==> config.mk <==
export PLATFORM = sky130hd
export DESIGN_NAME = filter_index_scheduler
export DESIGN_NICKNAME = d
export VERILOG_FILES = /design/src/rtl/filter_index_scheduler_pkg.sv /design/src/rtl/filter_index_scheduler.sv
export SDC_FILE = /design/constraint.sdc
export NUM_CORES = 1
export LEC_CHECK = 0
export ABC_AREA = 1
export BUFFER_PORTS_ARGS = -buffer_cell sky130_fd_sc_hd__buf_4
export CAP_MARGIN = 20
export CELL_PAD_IN_SITES_DETAIL_PLACEMENT = 0
export CELL_PAD_IN_SITES_GLOBAL_PLACEMENT = 1
export CORE_UTILIZATION = 34
export DETAILED_ROUTE_END_ITERATION = 16
export MAX_ROUTING_LAYER = met4
export PLACE_DENSITY = 0.84
export SLEW_MARGIN = 25
export SYNTH_ARGS = -nofsm -noshare
export SYNTH_HDL_FRONTEND = slang
export SYNTH_SLANG_ARGS = --single-unit
==> constraint.sdc <==
create_clock -name clk -period 2.15 [get_ports clk]
set_input_delay 0.215 -clock clk [delete_from_list [all_inputs] [get_ports clk]]
set_output_delay 0.215 -clock clk [all_outputs]
set_load 0.005 [all_outputs]
==> src/rtl/filter_index_scheduler_pkg.sv <==
// Shared types and defaults for the filter index scheduler and its decoder neighbour.
package filter_index_scheduler_pkg;
    localparam int F_DEF     = 4;
    localparam int IDX_W_DEF = 4;
    localparam int DEC_LAT   = 3;

    typedef enum logic [1:0] {IDLE, CLEAR, ISSUE, DRAIN} state_t;
endpackage

==> src/rtl/filter_index_scheduler.sv <==
// Feeds index groups of one layer into the index decoder, tracks the decoder
// latency and reports when the last result of the layer has left the decoder.
module filter_index_scheduler
    import filter_index_scheduler_pkg::*;
#(
    parameter int F      = F_DEF,
    parameter int IDX_W  = IDX_W_DEF,
    parameter int SIZE_W = 6,
    parameter int GRP_W  = 12,
    parameter int LAT    = DEC_LAT
) (
    input  logic                 clk,
    input  logic                 rst,
    input  logic                 cfg_valid,
    input  logic [SIZE_W-1:0]    cfg_filter_size,
    input  logic [GRP_W-1:0]     cfg_num_groups,
    output logic                 cfg_ready,
    input  logic                 src_valid,
    input  logic [F*IDX_W-1:0]   src_index,
    output logic                 src_ready,
    output logic [F*IDX_W-1:0]   dec_index,
    output logic                 dec_en,
    output logic [SIZE_W-1:0]    dec_filter_size,
    output logic                 dec_layer_change,
    output logic                 res_valid,
    output logic                 busy,
    output logic                 layer_done
);

    state_t            state, state_nxt;
    logic [SIZE_W-1:0] size_q;
    logic [GRP_W-1:0]  count_q;
    logic [GRP_W-1:0]  issued_q;
    logic [LAT-1:0]    vld_pipe;
    logic              first_q;
    logic              zero_done_q;
    logic              cfg_take;
    logic              xfer;
    logic              pipe_empty;

    assign pipe_empty = (vld_pipe == '0);

    always_comb begin
        state_nxt = state;
        cfg_take  = 1'b0;
        xfer      = 1'b0;
        case (state)
            IDLE: begin
                if (cfg_valid && cfg_num_groups != '0) begin
                    cfg_take  = 1'b1;
                    state_nxt = CLEAR;
                end
            end
            CLEAR: state_nxt = ISSUE;
            ISSUE: begin
                xfer = src_valid;
                // issued_q never exceeds count_q-1 here, so the increment cannot wrap
                if (src_valid && (issued_q + GRP_W'(1)) == count_q)
                    state_nxt = DRAIN;
            end
            DRAIN: begin
                if (pipe_empty)
                    state_nxt = IDLE;
            end
            default: state_nxt = IDLE;
        endcase
    end

    always_ff @(posedge clk) begin
        if (!rst) begin
            state       <= IDLE;
            size_q      <= '0;
            count_q     <= '0;
            issued_q    <= '0;
            vld_pipe    <= '0;
            first_q     <= 1'b1;
            zero_done_q <= 1'b0;
        end else begin
            state       <= state_nxt;
            first_q     <= 1'b0;
            zero_done_q <= (state == IDLE) && cfg_valid && (cfg_num_groups == '0);
            if (cfg_take) begin
                size_q   <= cfg_filter_size;
                count_q  <= cfg_num_groups;
                issued_q <= '0;
            end else if (xfer) begin
                issued_q <= issued_q + GRP_W'(1);
            end
            vld_pipe[0] <= xfer;
            for (int i = 1; i < LAT; i++)
                vld_pipe[i] <= vld_pipe[i-1];
        end
    end

    // Outputs are qualified by rst so the reset cycle itself shows a quiet interface.
    assign cfg_ready        = !rst || (state == IDLE);
    assign src_ready        = rst && xfer;
    assign dec_en           = rst && xfer;
    assign dec_index        = (rst && xfer) ? src_index : '0;
    assign dec_filter_size  = rst ? size_q : '0;
    assign dec_layer_change = rst && ((state == CLEAR) || first_q);
    assign res_valid        = rst && vld_pipe[LAT-1];
    assign busy             = rst && (state != IDLE);
    assign layer_done       = rst && (zero_done_q || ((state == DRAIN) && pipe_empty));

endmodule

==> results.yml <==
sta:
  maxSlewViolCount: 0
  setup_viol: 0
  fmax_ghz: 0.523
  tightest_slew_ns: 0.517
  rsz0062_at_grt: "no"
  finClkSkew_ns: 0.00509
  timing.final.crit_share_pct: 88.9
  period_needed_ns: 1.91
  hold_violations: 0
  final.setup.tns_ns: 0
  max-slew-margin-rel_pct: 65.2
worst_hold_path:
  hp-start: "cfg_filter_size[3]"
  holdCritPathClass: "primary input to flip-flop"
routing:
  detail_route.wl_per_cell_um: 11.2
  drt_iter0_markers: 86
  first_pass_iters: 4
  vias: 2144
  via_per_inst: 4.57
  detail-route-antenna-nets: 0
  drc: 0
  wirelength_um: 5250
synthesis:
  synth-seq-cells: 37
  synth.area.top_cells: "dfxtp_1 35%, nand2_1 14%, inv_1 9.8%, nand3_1 8.8%, nor2_1 6.8%"
  yosysWarnings: 0
  synthesis.area_sq_mm: 0.00211
  synth_area_leader_cell: "dfxtp_1"
  ys_seq_area_share_pct: 35.2
  synth_top_area_share_pct: 35.2
  synthDistinctLibCells: 33
  syn_inst: 326
  syn_nets: 369
  avgSynthCellArea_sq_um: 6.46
clock_network:
  cts_tree: "done"
  cts_buffer_depth: 2
  clkSinkCount: 37
  cts_root_buf: "clkbuf_8"
  insertion_delay_ns: 0.29
  cts_buffers: 5
  htreeDepth: 2
  clk_pin_slew_ns: 0.08
  post_cts_buffers: 0
  hold_buffers: 0
  post_cts_resized: 0
floorplan:
  fp.dieW_um: 80.7
  num_rows: 28
  ioPinCount: 67
  core_sq_mm: 0.00596
  die_y_um: 80.7
  start_util_pct: 35.4
  dieArea_sq_mm: 0.00652
placement:
  routabilityCongestion: 0.847
  numPortBuffers: 66
  place_area_sq_mm: 0.00268
  dp_hpwl_um: 4090
  dp.cells: 461
critical_path:
  worstReg2RegStart: "issued_q[0]$_SDFFE_PP0P_"
  endpoint_kind: "output pin"
  cp_max_fo: 16
  crit_chain: "inv_1 > ha_1 > nand2_1 > nor2_1 > inv_2 > nor2_1 > buf_4"
  setup.worst_path.start_class: "flip-flop"
  worstPathRequired_ns: 1.93
  critPathSlowestCell: "dfxtp_1"
  crit_buf_inv: 3
  cp-startpoint: "state[0]$_SDFFE_PN0P_"
  max_stage_delay_ns: 0.33
  cp.arrival_ns: 1.70
  critical_path.top_delay_family: "simple AND/OR/NAND/NOR gates"
  r2r_slack_ns: 0.28
  crit_top_cell: "nor2_1"
  critical_path_class: "flip-flop to output pin"
cells_and_area:
  instances_no_fill: 469
  regArea_sq_um: 741
  multiInputGateArea_sq_mm: 0.00110
  fillers: 627
  diodes: 0
  layout.nets: 436
  design_area_sq_mm: 0.00282
  drive_gt1_share_pct: 24.9
  areaGrowthSynthToFinish_pct: 33.6
global_routing:
  grt_usage_pct: 17.2
  grt_pass1_wl_um: 8440
  grt_max_degree: 32
  antenna_found_initial: 0
  grt_pass1_vias: 1922
  grt-ovfl-total: 0
job:
  drv_cap: 0
run_status:
  status: "finished, final reports clean"
pwr:
  p_leak_uw: 0.00144
  p_per_area_mw_per_mm2: 808
  total_power_uw: 2270
  vdd_drop_max_v: 0.000355
[per-layer routing]
layer  vias to the layer above  part of all wire [%]  routed length [um]  global-route usage, %
met2                        69                    45                2390                   27.6
met4                         0                   1.5                  81                   5.18
met5                         -                     0                   0                      -
li1                       1146                     -                   -                      -
met1                       922                    48                2530                   22.0
met3                         7                   4.7                 248                   3.07
[worst reg2reg max path, cell delays in order, from the launching register on]
cell and delay (ns):
dfxtp_1 0.42, ha_1 0.24, nand2_2 0.13, nor2_4 0.14, nand3_1 0.09, nand2_1 0.11, nor2_1 0.05, a21oi_1 0.12
nand2_1 0.07, nor2_1 0.08, nand2_1 0.07, nand2_2 0.07, nand3_1 0.07, nand2_1 0.07, nor2_1 0.04
[path summary, 6_finish.rpt]
check                                         endpoint  depth (start not counted)
worst max-delay path                      dec_index[7]                          7
worst min-delay path            size_q[3]$_SDFFE_PN0P_                          3
worst min register to register  vld_pipe[2]$_SDFF_PN0_                          2
worst max register to register   state[1]$_SDFFE_PN0P_                         14
[area by class of cell]
type                       instances  share of cell area [%]
clock inverter                     3                    2.44
timing repair buffer              71                    18.9
tap                               75                    3.33
inverter                          56                    7.47
sequential                        37                    26.3
multi-input combinational        222                    39.1
clock buffer                       5                    2.44
[state kept, by name (all words and copies together), names as in the netlist]
| signal | cells |
|---|---|
| count_q | 12 |
| issued_q | 12 |
| size_q | 6 |
| vld_pipe | 3 |
| state | 2 |
| first_q | 1 |
| zero_done_q | 1 |
[cell usage in the layout, fill, tap and decap left out]
master	n
nand2_1	81
buf_4	71
inv_1	54
nor2_1	38
nand3_1	37
dfxtp_1	37
a21oi_1	18
o21ai_0	12
nand2_2	5
ha_1	5
clkbuf_8	5
nor4_1	3
inv_2	2
nor2_4	2
nand4_1	2
xor2_1	2
nand3_2	2
nor2_2	2
bufinv_16	2
or3_2	1
o21a_1	1
nand2_4	1
a211oi_1	1
o21bai_2	1
o21ai_1	1
o21ai_2	1
a21boi_0	1
or2_2	1
xnor3_1	1
a22oi_1	1
a211o_1	1
a21oi_2	1
inv_6	1
[power breakdown]
group	total [uW]	internal [uW]	switching [uW]
Combinational	660	292	368
Sequential	868	795	72.7
Clock	746	467	278
[stage by stage]
step                      setup slack, ns  hold slack, ns  utilization, %
after floorplan                     0.492           0.339               -
after global placement              0.355           0.416            45.0
after detailed placement            0.293           0.429            45.0
after CTS                           0.124           0.128            47.3
after global routing               0.0336           0.127            47.3
final                               0.238           0.135            47.3
[cells in the mapped netlist (all sizes together)]
cell / instances
nand2: 87
inv: 56
nor2: 42
nand3: 39
dfxtp: 37
a21oi: 19
o21ai: 14
clkbuf: 9
ha: 5
nor4: 3
buf: 2
nand4: 2
xor2: 2
a211o: 1
a211oi: 1
a21boi: 1
a22oi: 1
o21a: 1
o21bai: 1
or2: 1
or3: 1
xnor3: 1
[cells by family after synthesis]
group           synth area share [%]
buf+inv                         12.6
flops                           35.2
compound gates                  10.6
simple gates                    36.8
fa+ha+maj                       2.97
xor+xnor                        1.90
Note: power is estimated with default switching activity, not from simulation.
